### src/rtl/tdm_frame_master_if.sv
// Host-side buffer port of the TDM frame master: TX word writes and RX word reads.
interface tdm_frame_master_if #(
  parameter int AW = 3
);
  logic          tx_wr_en;
  logic [AW-1:0] tx_wr_addr;
  logic [31:0]   tx_wr_data;
  logic [AW-1:0] rx_rd_addr;
  logic [31:0]   rx_rd_data;

  modport master (
    output tx_wr_en, tx_wr_addr, tx_wr_data, rx_rd_addr,
    input  rx_rd_data
  );

  modport slave (
    input  tx_wr_en, tx_wr_addr, tx_wr_data, rx_rd_addr,
    output rx_rd_data
  );
endinterface

### src/rtl/tdm_frame_master.sv
// Master end of the c4/f0 TDM link: generates c4/f0, shifts one TX word out per
// 65-slot frame (LSB first) and collects the returned word into the RX buffer.
module tdm_frame_master #(
  parameter int C4_HALF   = 6,
  parameter int NUM_WORDS = 8
) (
  input  logic                         clk50,
  input  logic                         reset,
  input  logic                         enable,
  tdm_frame_master_if.slave            host,
  output logic                         c4,
  output logic                         f0,
  output logic                         dt_tx,
  input  logic                         dt_rx,
  output logic                         busy,
  output logic [$clog2(NUM_WORDS)-1:0] frame_idx,
  output logic                         frame_done,
  output logic                         buf_int
);
  localparam int AW       = $clog2(NUM_WORDS);
  localparam int SLOT_LEN = 2 * C4_HALF;
  localparam int CW       = $clog2(SLOT_LEN);

  localparam logic [CW-1:0] CYC_LAST = CW'(SLOT_LEN - 1);
  localparam logic [CW-1:0] CYC_PRE  = CW'(SLOT_LEN - 2);
  localparam logic [CW-1:0] CYC_RISE = CW'(C4_HALF);
  localparam logic [CW-1:0] CYC_SAMP = CW'(C4_HALF - 1);
  localparam logic [6:0]    LAST_SLOT = 7'd64;
  localparam logic [AW-1:0] LAST_IDX  = AW'(NUM_WORDS - 1);

  typedef enum logic {IDLE, RUN} state_t;

  state_t        state_q, state_d;
  logic [CW-1:0] cyc_q, cyc_d;
  logic [6:0]    slot_q, slot_d;
  logic [AW-1:0] frame_idx_q, frame_idx_d;
  logic [31:0]   tx_shift_q, tx_shift_d;
  logic [31:0]   rx_shift_q, rx_shift_d;
  logic          c4_q, c4_d;
  logic          f0_q, f0_d;
  logic          dt_tx_q, dt_tx_d;
  logic          frame_done_q, frame_done_d;
  logic          buf_int_q, buf_int_d;
  logic [31:0]   rx_rd_data_q, rx_rd_data_d;
  logic          slot_start;
  logic          rx_commit;

  logic [31:0] tx_mem [NUM_WORDS];
  logic [31:0] rx_mem [NUM_WORDS];

  always_comb begin
    state_d      = state_q;
    cyc_d        = cyc_q;
    slot_d       = slot_q;
    frame_idx_d  = frame_idx_q;
    tx_shift_d   = tx_shift_q;
    rx_shift_d   = rx_shift_q;
    c4_d         = 1'b0;
    f0_d         = 1'b0;
    dt_tx_d      = dt_tx_q;
    frame_done_d = 1'b0;
    buf_int_d    = 1'b0;
    rx_commit    = 1'b0;
    slot_start   = 1'b0;
    rx_rd_data_d = rx_mem[host.rx_rd_addr];

    unique case (state_q)
      IDLE: begin
        frame_idx_d = '0;
        if (enable) begin
          state_d    = RUN;
          cyc_d      = '0;
          slot_d     = '0;
          slot_start = 1'b1;
        end
      end
      RUN: begin
        if (cyc_q == CYC_LAST) begin
          cyc_d = '0;
          if (slot_q == LAST_SLOT) begin
            slot_d      = '0;
            frame_idx_d = frame_idx_q + 1'b1;
            if (enable) begin
              slot_start = 1'b1;
            end else begin
              state_d     = IDLE;
              frame_idx_d = '0;
            end
          end else begin
            slot_d     = slot_q + 7'd1;
            slot_start = 1'b1;
          end
        end else begin
          cyc_d = cyc_q + CW'(1);
        end

        // Returned bit k is taken at the c4 rise of even slot 2k+2.
        if ((cyc_q == CYC_SAMP) && (slot_q >= 7'd2) && !slot_q[0]) begin
          rx_shift_d = {dt_rx, rx_shift_q[31:1]};
        end

        if ((cyc_q == CYC_PRE) && (slot_q == LAST_SLOT)) begin
          frame_done_d = 1'b1;
          buf_int_d    = (frame_idx_q == LAST_IDX);
          rx_commit    = 1'b1;
        end
      end
      default: state_d = IDLE;
    endcase

    // Guard slot reloads the shifter; each odd slot presents the next bit for two slots.
    if (slot_start) begin
      if (slot_d == 7'd0) begin
        tx_shift_d = tx_mem[frame_idx_d];
        dt_tx_d    = 1'b0;
      end else if (slot_d[0]) begin
        dt_tx_d    = tx_shift_q[0];
        tx_shift_d = {1'b0, tx_shift_q[31:1]};
      end
    end

    if (state_d == RUN) begin
      c4_d = (cyc_d >= CYC_RISE);
      f0_d = (slot_d != 7'd0);
    end else begin
      dt_tx_d = 1'b0;
    end
  end

  always_ff @(posedge clk50) begin
    if (reset) begin
      state_q      <= IDLE;
      cyc_q        <= '0;
      slot_q       <= '0;
      frame_idx_q  <= '0;
      tx_shift_q   <= '0;
      rx_shift_q   <= '0;
      c4_q         <= 1'b0;
      f0_q         <= 1'b0;
      dt_tx_q      <= 1'b0;
      frame_done_q <= 1'b0;
      buf_int_q    <= 1'b0;
      rx_rd_data_q <= '0;
    end else begin
      state_q      <= state_d;
      cyc_q        <= cyc_d;
      slot_q       <= slot_d;
      frame_idx_q  <= frame_idx_d;
      tx_shift_q   <= tx_shift_d;
      rx_shift_q   <= rx_shift_d;
      c4_q         <= c4_d;
      f0_q         <= f0_d;
      dt_tx_q      <= dt_tx_d;
      frame_done_q <= frame_done_d;
      buf_int_q    <= buf_int_d;
      rx_rd_data_q <= rx_rd_data_d;
    end
  end

  // Buffers are deliberately not cleared by reset.
  always_ff @(posedge clk50) begin
    if (host.tx_wr_en) begin
      tx_mem[host.tx_wr_addr] <= host.tx_wr_data;
    end
    if (rx_commit && !reset) begin
      rx_mem[frame_idx_q] <= rx_shift_q;
    end
  end

  assign c4              = c4_q;
  assign f0              = f0_q;
  assign dt_tx           = dt_tx_q;
  assign busy            = (state_q == RUN);
  assign frame_idx       = frame_idx_q;
  assign frame_done      = frame_done_q;
  assign buf_int         = buf_int_q;
  assign host.rx_rd_data = rx_rd_data_q;
endmodule

### src/flat_wrapper.sv
// flat-port wrapper written by rule: the top's interface ports become plain ports
module tdm_frame_master_flat 
#(
  parameter int C4_HALF   = 6,
  parameter int NUM_WORDS = 8
)
  (clk50, reset, enable, c4, f0, dt_tx, dt_rx, busy, frame_idx, frame_done, buf_int, host_tx_wr_en, host_tx_wr_addr, host_tx_wr_data, host_rx_rd_addr, host_rx_rd_data);
  tdm_frame_master_if #(.AW((3))) host_i ();
  input  logic clk50;
  input  logic reset;
  input  logic enable;
  output logic c4;
  output logic f0;
  output logic dt_tx;
  input  logic dt_rx;
  output logic busy;
  output logic [$clog2(NUM_WORDS)-1:0] frame_idx;
  output logic frame_done;
  output logic buf_int;
  input wire logic [$bits(host_i.tx_wr_en)-1:0] host_tx_wr_en;
  input wire logic [$bits(host_i.tx_wr_addr)-1:0] host_tx_wr_addr;
  input wire logic [$bits(host_i.tx_wr_data)-1:0] host_tx_wr_data;
  input wire logic [$bits(host_i.rx_rd_addr)-1:0] host_rx_rd_addr;
  output wire logic [$bits(host_i.rx_rd_data)-1:0] host_rx_rd_data;
  assign host_i.tx_wr_en = host_tx_wr_en;
  assign host_i.tx_wr_addr = host_tx_wr_addr;
  assign host_i.tx_wr_data = host_tx_wr_data;
  assign host_i.rx_rd_addr = host_rx_rd_addr;
  assign host_rx_rd_data = host_i.rx_rd_data;
  tdm_frame_master #(.C4_HALF(C4_HALF), .NUM_WORDS(NUM_WORDS)) u_core (.clk50(clk50), .reset(reset), .enable(enable), .host(host_i), .c4(c4), .f0(f0), .dt_tx(dt_tx), .dt_rx(dt_rx), .busy(busy), .frame_idx(frame_idx), .frame_done(frame_done), .buf_int(buf_int));
endmodule
### config.mk
export PLATFORM = sky130hd
export DESIGN_NAME = tdm_frame_master_flat
export DESIGN_NICKNAME = d
export VERILOG_FILES = /design/src/rtl/tdm_frame_master_if.sv /design/src/rtl/tdm_frame_master.sv /design/src/flat_wrapper.sv
export SDC_FILE = /design/constraint.sdc
export NUM_CORES = 1
export LEC_CHECK = 0
export CORE_MARGIN = 2
export CORE_UTILIZATION = 45
export DETAILED_ROUTE_END_ITERATION = 7
export GPL_ROUTABILITY_DRIVEN = 0
export GPL_TIMING_DRIVEN = 0
export PLACE_DENSITY = 0.65
export SETUP_SLACK_MARGIN = 0.15
export SLEW_MARGIN = 20
export SYNTH_ARGS = -nofsm -noshare
export SYNTH_HDL_FRONTEND = slang
export SYNTH_SLANG_ARGS = --single-unit
export TNS_END_PERCENT = 5
### constraint.sdc
create_clock -name clk50 -period 8.66 [get_ports clk50]
set_clock_uncertainty 0.05 [all_clocks]
set_input_delay 1.299 -clock clk50 [delete_from_list [all_inputs] [get_ports clk50]]
set_output_delay 1.299 -clock clk50 [all_outputs]
set_load 0.02 [all_outputs]
# == Yosys cells after proc, flatten, opt, wreduce, memory -nomap -nowiden ==
# Memories as Yosys holds them, arrays and structs flattened. A register that Yosys moved wholly into a read port is not among the register bits.
# Cells that the tools add are included.
# totals
out_inout_bits,41
regBits,84
inputBits,43
elab_cells,66
latch_bits,0
ramBits,512
memories,2
rom_bits,0
# memory_table
name,words,width,rd,rd_clocked_by_memory_dff,write_ports,line_no,text
u_core.rx_mem,8,32,1,1,1,tdm_frame_master.sv:49,logic [31:0] rx_mem [NUM_WORDS];
u_core.tx_mem,8,32,1,0,1,tdm_frame_master.sv:48,logic [31:0] tx_mem [NUM_WORDS];
# op_classes
mul,0
n_lt_le_gt_ge,2
bitwise,3
eq_ne,5
div_mod_pow,0
muxes,27
reduce_logical,13
addsub,3
shift,0
# ops
cell,n
$mux W32,2
$mux W7,3
$pmux W7 S2,1
$mux W1,12
$mux W3,3
$eq A4 B4 Y1 const B,2
$mux W4,2
$pmux W4 S2,1
$add A7 B1 Y7 const B,1
$eq A7 B7 Y1 const B,1
$ge A7 B2 Y1 const B,1
$logic_not A7 Y1,1
$reduce_bool A7 Y1,1
$pmux W3 S2,1
$add A4 B1 Y4 const B,1
$eq A4 B3 Y1 const B,1
$ge A4 B3 Y1 const B,1
$logic_and A1 B1 Y1,4
$pmux W1 S2,2
$reduce_and A2 Y1,2
$add A3 B1 Y3 const B,1
$eq A3 B3 Y1 const B,1
$not A1 Y1,3
$reduce_or A3 Y1,1
3 further kinds,4

# == Logic depth before layout (Yosys ltp) ==
# Gate-level depths: netlist of the first run.
# depth
depth_word,7
ltp_mapped,14
depth_no_buf,9

# == Worst setup path after synthesis of the first run ==
# Ideal clock, no wire load.
# synth_timing
path_type,reg2reg
from,register u_core.slot_q[2]
to,"memory u_core.rx_mem[1][0], enable pin"
setup_time_ns,0.461
period_less_slack_ns,4.663
n_path_buf,2
path_slack_ns,3.997
arrival_time_ns,4.152
required_ns,8.149
path_stages_with_launch,8
cell_sequence,dfxtp_1 -> buf_6 -> or4_4 -> buf_6 -> or2_2 -> nor4_1 -> nand2_1 -> nor3_1
# synth_via
elab_chain_len,7
# synth_rtl
item,line_no,text
from (decl),tdm_frame_master.sv:35,"logic [6:0] slot_q, slot_d;"
from (signal assigned),tdm_frame_master.sv:147,slot_q <= slot_d;
$eq A7 B7 Y1,tdm_frame_master.sv:102,if ((cyc_q == CYC_PRE) && (slot_q == LAST_SLOT)) begin
$logic_and A1 B1 Y1,tdm_frame_master.sv:102,
$mux W1,tdm_frame_master.sv:102,
$mux W1,--,
$logic_and A1 B1 Y1,tdm_frame_master.sv:165,if (rx_commit && !reset) begin
$mux W1,tdm_frame_master.sv:165,
$mux W1 (not written as such),tdm_frame_master.sv:166,rx_mem[frame_idx_q] <= rx_shift_q;
to (decl),tdm_frame_master.sv:49,
# No other way between the ends.

# == Worst setup path after layout of the first run ==
# layout_timing
from,register u_core.slot_q[3]
to,"memory u_core.rx_mem[1][14], enable pin"
# The elaborated chain is that of the path after synthesis.

==> parameters.txt, run 1 <==
Parameter                              Value

Synth
  Fraction of synthesis flops using an asynchronous set or reset pin    0
  Mean instance size in the synthesized netlist    15.6 um^2
  Sequential-to-total area share from yosys stat    0.739
  Commonest register cell after synthesis    sky130_fd_sc_hd__edfxtp_1
  Total nets after synthesis    1,584
  Area of the mapped netlist    0.0239 mm^2
  Number of library cell types mapped by synthesis    55
  Post-Syn Instances    1,533
  Synth warn    0
  Number of synthesized flops with an enable pin    512
  Flip-flop and latch count after synthesis    628

Worst setup path
  Maximum fanout along the worst path    8
  Series of cell instances along the critical path    or4_4, buf_6, or2_2, nor4_2, nand2_1, nor3_2, buf_4, buf_6, buf_6
  Cell family with most CP delay    simple AND/OR/NAND/NOR gates
  Kind of critical path    flip-flop to flip-flop
  Worst-case reg-to-reg path depth    9
  Worst Path Arrival    4.24 ns
  Path length in cells of the critical path    9
  Highest-delay cell along the critical path    sky130_fd_sc_hd__nor4_2
  Startpoint type of the worst setup path    flip-flop
  Data required, critical path    8.90 ns
  Crit. End Element    flip-flop
  Max stage delay on crit path    0.67 ns
  Number of buffer and inverter instances along the worst setup path    4
  CP most frequent cell    sky130_fd_sc_hd__buf_6

Timing
  Max-slew violations    0
  Slew of the pin with the lowest slew margin    1.04 ns
  Worst slew margin    0.304
  Period Utilization, post-route    0.461
  Setup violators final    0
  Unrepaired setup endpoints after global routing    no
  FMAX    250 MHz
  Crit path setup slack, layout    4.67 ns
  Count of endpoints failing hold in the final timing report    0
  Time the final worst path needs with I/O delays and setup    3.99 ns
  Setup tns final    0 ns

Die
  Starting density of the core    0.455
  Total core area    0.0526 mm^2
  I/O pin cnt    84
  Number of core rows    84
  Die H    235 um
  Die ar.    0.0551 mm^2
  DIE WIDTH    235 um

Worst hold path
  Instance count along the most critical hold path    2
  Worst min-delay path class    flip-flop to flip-flop

CTS
  CTS tree    built
  Clk buf depth    3
  Post-CTS Repair Setup Buffers    0
  Clk Latency, worst-skew pair    0.59 ns
  Clock Pin Slew Worst Setup and Hold Paths    0.06 ns
  Cts bufs inserted    66
  Total of cells resized after clock tree synthesis    0
  Number of buffers inserted for hold repair after clock tree synthesis    0
  Total number of H-tree levels    3
  Cell at the root of the clock tree    sky130_fd_sc_hd__clkbuf_16
  Sink Count    628

Status
  Outcome    complete, no violations

Placement
  Count of placed standard cells including taps    2,331
  Cell area after placement    0.0262 mm^2
  Placed wire-length estimate after detailed placement    33.9 mm
  Buffers on Ports    80
  DP Worst Slack    4.25 ns

Pwr
  Maximum vdd drop    0.192 mV
  Pwr dens    223 mW/mm^2
  Leakage power summed over all cells    0.00964 uW

Finish
  Number of fill cells    4,244
  Ratio of cells with drive above 1 in the final layout    0.147
  Number of cells in the finished layout apart from fillers    2,454
  Layout area overhead    18.3%
  Count of nets after finishing    1,762
  Post-route cell area    0.0283 mm^2
  End-of-flow core utilization    0.539

Global route
  Initial antenna violation count    4
  Wire length of the first global-routing pass    81.5 mm
  Maximum number of pins on one net before global-route repair    21
  Gr ovfl total    0
  Via count of the first global-routing pass    13,700
  Total global-route track usage    0.191

Routing
  Avg Vias per Cell    5.60
  Routed len/inst    21.4 um
  Sum of routed wire length over all layers    52.5 mm
  First-iteration detailed-routing DRC count    1,233
  Final routed DRC violation total    0
  Number of optimization iterations in the first detailed-route pass    5
  Detail Route Antenna Nets    0
  Via count    13,700

Run
  Max-cap viol count    0
## logic make-up after synthesis
logic type	after synthesis	synth area share
compound gates	133	0.0423
xor+xnor	1	0.000366
fa+ha+maj	8	0.00418
buf+inv	117	0.0233
flops	628	0.739
mux	161	0.101
simple gates	485	0.0896
## cells in the final DEF (no fill, tap or decap), types with 4 or more instances in the layout
cell type                           n
sky130_fd_sc_hd__edfxtp_1         512
sky130_fd_sc_hd__nand2_1          238
sky130_fd_sc_hd__dfxtp_1          116
sky130_fd_sc_hd__mux2i_1           96
sky130_fd_sc_hd__nor2_1            82
sky130_fd_sc_hd__clkdlybuf4s50_1   80
sky130_fd_sc_hd__nand3_1           75
sky130_fd_sc_hd__clkbuf_1          72
sky130_fd_sc_hd__clkbuf_16         69
sky130_fd_sc_hd__mux4_2            64
sky130_fd_sc_hd__nand4_1           36
sky130_fd_sc_hd__a31oi_1           34
sky130_fd_sc_hd__a32oi_1           31
sky130_fd_sc_hd__o41ai_1           31
sky130_fd_sc_hd__buf_2             24
sky130_fd_sc_hd__buf_4             23
sky130_fd_sc_hd__buf_1             15
sky130_fd_sc_hd__inv_1             12
sky130_fd_sc_hd__nor2_4            12
sky130_fd_sc_hd__buf_6             12
sky130_fd_sc_hd__clkinv_2          11
sky130_fd_sc_hd__a21oi_1           10
sky130_fd_sc_hd__nand2b_1           8
sky130_fd_sc_hd__ha_1               8
sky130_fd_sc_hd__clkbuf_8           8
sky130_fd_sc_hd__buf_16             8
sky130_fd_sc_hd__nor3_2             4
sky130_fd_sc_hd__inv_6              4
sky130_fd_sc_hd__buf_12             4
## synthesized netlist by cell type (2+ instances only)
cell | instances | area share
sky130_fd_sc_hd__edfxtp_1 | 512 | 0.64
sky130_fd_sc_hd__nand2_1 | 238 | 0.037
sky130_fd_sc_hd__dfxtp_1 | 116 | 0.097
sky130_fd_sc_hd__mux2i_1 | 96 | 0.040
sky130_fd_sc_hd__nor2_1 | 94 | 0.015
sky130_fd_sc_hd__nand3_1 | 75 | 0.016
sky130_fd_sc_hd__mux4_2 | 64 | 0.060
sky130_fd_sc_hd__clkbuf_1 | 49 | 0.0077
sky130_fd_sc_hd__nand4_1 | 36 | 0.0094
sky130_fd_sc_hd__a31oi_1 | 34 | 0.0089
sky130_fd_sc_hd__a32oi_1 | 31 | 0.011
sky130_fd_sc_hd__o41ai_1 | 31 | 0.011
sky130_fd_sc_hd__buf_2 | 23 | 0.0048
sky130_fd_sc_hd__buf_1 | 15 | 0.0024
sky130_fd_sc_hd__buf_4 | 12 | 0.0038
sky130_fd_sc_hd__inv_1 | 12 | 0.0019
sky130_fd_sc_hd__a21oi_1 | 10 | 0.0021
sky130_fd_sc_hd__ha_1 | 8 | 0.0042
sky130_fd_sc_hd__nand2b_1 | 8 | 0.0021
sky130_fd_sc_hd__nor3_1 | 7 | 0.0015
sky130_fd_sc_hd__buf_6 | 6 | 0.0028
sky130_fd_sc_hd__nor4_1 | 5 | 0.0013
sky130_fd_sc_hd__a211oi_1 | 3 | 0.00094
sky130_fd_sc_hd__a22oi_1 | 3 | 0.00094
sky130_fd_sc_hd__and4_1 | 3 | 0.0011
sky130_fd_sc_hd__nand4b_1 | 3 | 0.0011
sky130_fd_sc_hd__or3_1 | 3 | 0.00078
sky130_fd_sc_hd__a21o_1 | 2 | 0.00063
sky130_fd_sc_hd__and3_1 | 2 | 0.00052
sky130_fd_sc_hd__and3b_1 | 2 | 0.00073
sky130_fd_sc_hd__o21ai_0 | 2 | 0.00042
sky130_fd_sc_hd__o21ai_1 | 2 | 0.00042
sky130_fd_sc_hd__o311a_1 | 2 | 0.00084
sky130_fd_sc_hd__o31ai_1 | 2 | 0.00063
sky130_fd_sc_hd__or2_2 | 2 | 0.00052
## worst register-to-register path: cells and delay by family (launching register included)
kind	cells	cell delay [ns]
flops	1	0.39
simple gates	5	2.48
buf+inv	4	0.78
## path summary, 6_finish.rpt
| check | startpoint | to | slack, ns |
|---|---|---|---|
| worst max-delay path | u_core.slot_q[3] | u_core.rx_mem[1][14] | 4.67 |
| worst min-delay path | u_core.tx_shift_q[4] | u_core.tx_shift_q[3] | 0.42 |
| worst max register to register | u_core.slot_q[3] | u_core.rx_mem[1][14] | 4.67 |
| worst min register to register | u_core.tx_shift_q[4] | u_core.tx_shift_q[3] | 0.42 |
## layer usage
layer | part of all wire | global-route usage | up-vias
met4 | 0.019 | 0.0629 | 6
met1 | 0.42 | 0.256 | 6926
met2 | 0.50 | 0.314 | 434
met5 | 0.00080 | 0 | -
li1 | - | - | 6285
met3 | 0.062 | 0.0382 | 82
## per-stage QoR
step	total power (uW)	hold WS, ns
floorplan	3510	0.399
global placement	3600	0.407
detailed placement	3620	0.414
CTS	6360	0.418
global route	6490	0.435
finish	6300	0.418
## power by group
group          internal (uW)  total, uW  leakage, uW  switching, uW
combinational           96.9        228      0.00293            131
clock                   1610       2750      0.00105           1140
sequential              3300       3320      0.00566           18.6
## state kept, by name, indices dropped and copies added, names as in the netlist
register,count
u_core.rx_mem,256
u_core.tx_mem,256
u_core.host.rx_rd_data,32
u_core.rx_shift_q,32
u_core.tx_shift_q,32
u_core.slot_q,7
u_core.cyc_q,4
u_core.frame_idx,3
u_core.buf_int,1
u_core.busy,1
u_core.c4,1
u_core.dt_tx,1
u_core.f0,1
u_core.frame_done,1
## layout make-up
class | instances | area [um^2] | area share
inverter | 12 | 45.0 | 0.00159
buffer | 105 | 513 | 0.0181
clock inverter | 22 | 210 | 0.00742
multi-input combinational | 788 | 5800 | 0.205
sequential | 628 | 17700 | 0.625
tap | 688 | 861 | 0.0304
timing repair buffer | 110 | 1260 | 0.0444
antenna | 1 | 2.50 | 0.0000884
clock buffer | 100 | 1920 | 0.0679
(Power assumes the default switching activity.)
==> inputs of run 2 (changes only) <==
PLACE_DENSITY = 0.67   (was 0.65)
clock period = 3.41 ns   (was 8.66 ns; I/O delays follow)
==> run 2 against run 1 <==
  * Fmax grew 24%
  * Sequential share of layout area shrank 0.40 points
  * Sequential power grew to 2.5 times the previous value
  * Global-route usage is 0.087 points lower
  * Design area up 0.64%
  * Non-clock buffer count increased by 7
  * Critical endpoint is now u_core.rx_mem[6][19]
  * Flip-flop and latch count did not move
  * Largest cell class unchanged
  * Critical path type unchanged
==> parameters.txt, run 2 (synthesized netlist as in run 1, its figures left out) <==
Parameter                              Value

Finish
  Post-route cell area    0.0285 mm^2 (was 0.0283 mm^2)
  Commonest cells after routing, fill and taps aside    512 x sky130_fd_sc_hd__edfxtp_1, 237 x sky130_fd_sc_hd__nand2_1, 116 x sky130_fd_sc_hd__dfxtp_1 (was 512 x sky130_fd_sc_hd__edfxtp_1, 238 x sky130_fd_sc_hd__nand2_1, 116 x sky130_fd_sc_hd__dfxtp_1)
  Ratio of cells with drive above 1 in the final layout    0.160 (was 0.147)
  End-of-flow core utilization    0.542 (was 0.539)
  Number of cells in the finished layout apart from fillers    2,455 (was 2,454)
  Regs by FF count    u_core.rx_mem (256), u_core.tx_mem (256) (unchanged)
  Count of nets after finishing    1,764 (was 1,762)
  Layout area overhead    19.0% (was 18.3%)
  Leading cell type in the layout, fill and taps excluded    sky130_fd_sc_hd__edfxtp_1 (unchanged)

Global route
  Initial antenna violation count    4 (unchanged)
  Wire length of the first global-routing pass    81.6 mm (was 81.5 mm)
  Gr ovfl total    0 (unchanged)
  Maximum number of pins on one net before global-route repair    22 (was 21)
  Via count of the first global-routing pass    14,000 (was 13,700)
  Total global-route track usage    0.190 (was 0.191)

Die
  Total core area    0.0526 mm^2 (unchanged)
  Die ar.    0.0551 mm^2 (unchanged)
  Starting density of the core    0.455 (unchanged)
  Number of core rows    84 (unchanged)
  DIE WIDTH    235 um (unchanged)
  Die H    235 um (unchanged)
  I/O pin cnt    84 (unchanged)

CTS
  Cts bufs inserted    61 (was 66)
  Clk buf depth    3 (unchanged)
  Number of buffers inserted for hold repair after clock tree synthesis    0 (unchanged)
  CTS tree    built (unchanged)
  Clk Latency, worst-skew pair    0.64 ns (was 0.59 ns)
  Cell at the root of the clock tree    sky130_fd_sc_hd__clkbuf_16 (unchanged)
  Sink Count    628 (unchanged)
  Clock Pin Slew Worst Setup and Hold Paths    0.07 ns (was 0.06 ns)
  Total number of H-tree levels    2 (was 3)

Timing
  Slew of the pin with the lowest slew margin    0.980 ns (was 1.04 ns)
  Period Utilization, post-route    0.947 (was 0.461)
  Time the final worst path needs with I/O delays and setup    3.23 ns (was 3.99 ns)
  Max-slew violations    0 (unchanged)
  Setup violators final    0 (unchanged)
  Worst slew margin    0.347 (was 0.304)
  FMAX    310 MHz (was 250 MHz)
  Unrepaired setup endpoints after global routing    yes (was no)
  Count of endpoints failing hold in the final timing report    0 (unchanged)

Worst setup path
  Startpoint of the lowest-slack register-to-register path    u_core.slot_q[2] (was u_core.slot_q[3])
  Data required, critical path    3.68 ns (was 8.90 ns)
  Kind of critical path    flip-flop to flip-flop (unchanged)
  Crit. End Element    flip-flop (unchanged)
  Endpoint of the worst register-to-register path    u_core.rx_mem[6][19] (was u_core.rx_mem[1][14])
  Startpoint type of the worst setup path    flip-flop (unchanged)
  Maximum fanout along the worst path    19 (was 8)
  Worst-case reg-to-reg path depth    8 (was 9)
  Reg2reg setup slack    0.18 ns (was 4.67 ns)
  Worst Path Arrival    3.50 ns (was 4.24 ns)

Pwr
  Maximum vdd drop    0.447 mV (was 0.192 mV)
  Pwr dens    558 mW/mm^2 (was 223 mW/mm^2)
  Leakage power summed over all cells    0.00970 uW (was 0.00964 uW)

Placement
  Count of placed standard cells including taps    2,327 (was 2,331)
  Buffers on Ports    80 (unchanged)
  Cell area after placement    0.0262 mm^2 (about the same)
  Placed wire-length estimate after detailed placement    33.6 mm (was 33.9 mm)

Routing
  Final routed DRC violation total    0 (unchanged)
  Number of optimization iterations in the first detailed-route pass    5 (unchanged)
  Sum of routed wire length over all layers    52.4 mm (was 52.5 mm)
  Via count    13,800 (was 13,700)
  Avg Vias per Cell    5.63 (was 5.60)
  Routed len/inst    21.4 um (about the same)
  First-iteration detailed-routing DRC count    1,135 (was 1,233)
  Detail Route Antenna Nets    0 (unchanged)

Status
  Outcome    complete, no violations (unchanged)

Worst hold path
  Hold Crit Endpoint    u_core.host.rx_rd_data[20] (was u_core.tx_shift_q[3])
  Worst min-delay path class    primary input to flip-flop (was flip-flop to flip-flop)
  Instance count along the most critical hold path    3 (was 2)
  Hold Crit Start    host_rx_rd_addr[2] (was u_core.tx_shift_q[4])

Run
  Max-cap viol count    0 (unchanged)
run 2: changes by cell type in the layout (fill, tap and decap cells not counted), sizes merged:
cell	change
bufinv	+4
clkdlybuf4s15	+1
clkinvlp	+1
clkbuf	-10
diode	+1
inv	-1
clkinv	+5
run 2: final cells by class:
| class | count | area (um^2) |
|---|---|---|
| antenna | 2 | 5.00 |
| buffer | 105 | 549 |
| clock buffer | 84 | 1710 |
| clock inverter | 31 | 389 |
| fill | 4173 | 24100 |
| inverter | 12 | 45.0 |
| multi-input combinational | 788 | 5860 |
| sequential | 628 | 17700 |
| tap | 688 | 861 |
| timing repair buffer | 117 | 1370 |
run 2: timing repair:
| item | in CTS | in global routing |
|---|---|---|
| setup buffers | 7 | 3 |
| setup endpoints to repair | 264 | 130 |
| pin swaps | 6 | 2 |
| gates cloned | 0 | 1 |
| gates resized for setup | 8 | 30 |
run 2: where the power goes:
group / switching, uW / internal (uW) / total [uW]
Sequential: 47.5 / 8390 / 8440
Combinational: 332 / 247 / 579
Clock: 2890 / 4000 / 6880
run 2: worst max-delay path by stage:
stage / startpoint / endpoint / slack (ns)
CTS: u_core.slot_q[2] / u_core.rx_mem[6][21] / 0.14
floorplan: host_tx_wr_en / u_core.tx_mem[4][0] / 0.09
finish: u_core.slot_q[2] / u_core.rx_mem[6][19] / 0.18
detailed placement: u_core.slot_q[2] / u_core.rx_mem[2][9] / -0.37
global route: u_core.slot_q[2] / u_core.rx_mem[6][21] / 0.08
global placement: host_tx_wr_en / u_core.tx_mem[4][4] / -2.45
run 2: stage by stage:
| step | setup TNS (ns) | power, uW | setup slack [ns] | hold WS [ns] |
|---|---|---|---|---|
| 2_1_floorplan | 0 | 8910 | 0.0931 | 0.399 |
| 3_3_place_gp | -561.58 | 9150 | -2.45 | 0.407 |
| 3_5_place_dp | -49.54 | 9180 | -0.370 | 0.415 |
| 4_1_cts | 0 | 16000 | 0.143 | 0.345 |
| 5_1_grt | 0 | 16400 | 0.0763 | 0.370 |
| 6_report | 0 | 15900 | 0.182 | 0.382 |
run 2: per-layer routing:
layer	GRT usage	wire (um)	vias up
met3	0.0338	3320	102
li1	-	-	6268
met1	0.255	22100	6956
met2	0.316	25700	500
met5	0	34	-
met4	0.0614	1280	6
run 2: critical path: stages, from the launching register on:
cell and delay (ns):
sky130_fd_sc_hd__dfxtp_1 0.31, sky130_fd_sc_hd__buf_6 0.13, sky130_fd_sc_hd__or4_4 0.51, sky130_fd_sc_hd__buf_6 0.15, sky130_fd_sc_hd__or2_2 0.35, sky130_fd_sc_hd__nor4_4 0.37, sky130_fd_sc_hd__nand2b_2 0.25, sky130_fd_sc_hd__nor2_4 0.51
sky130_fd_sc_hd__buf_12 0.26
==> inputs of run 3 (changes only) <==
CAP_MARGIN = 5   (was not set)
==> results of run 3 <==
Final layout, timing and power as in run 2 (identical DEF).
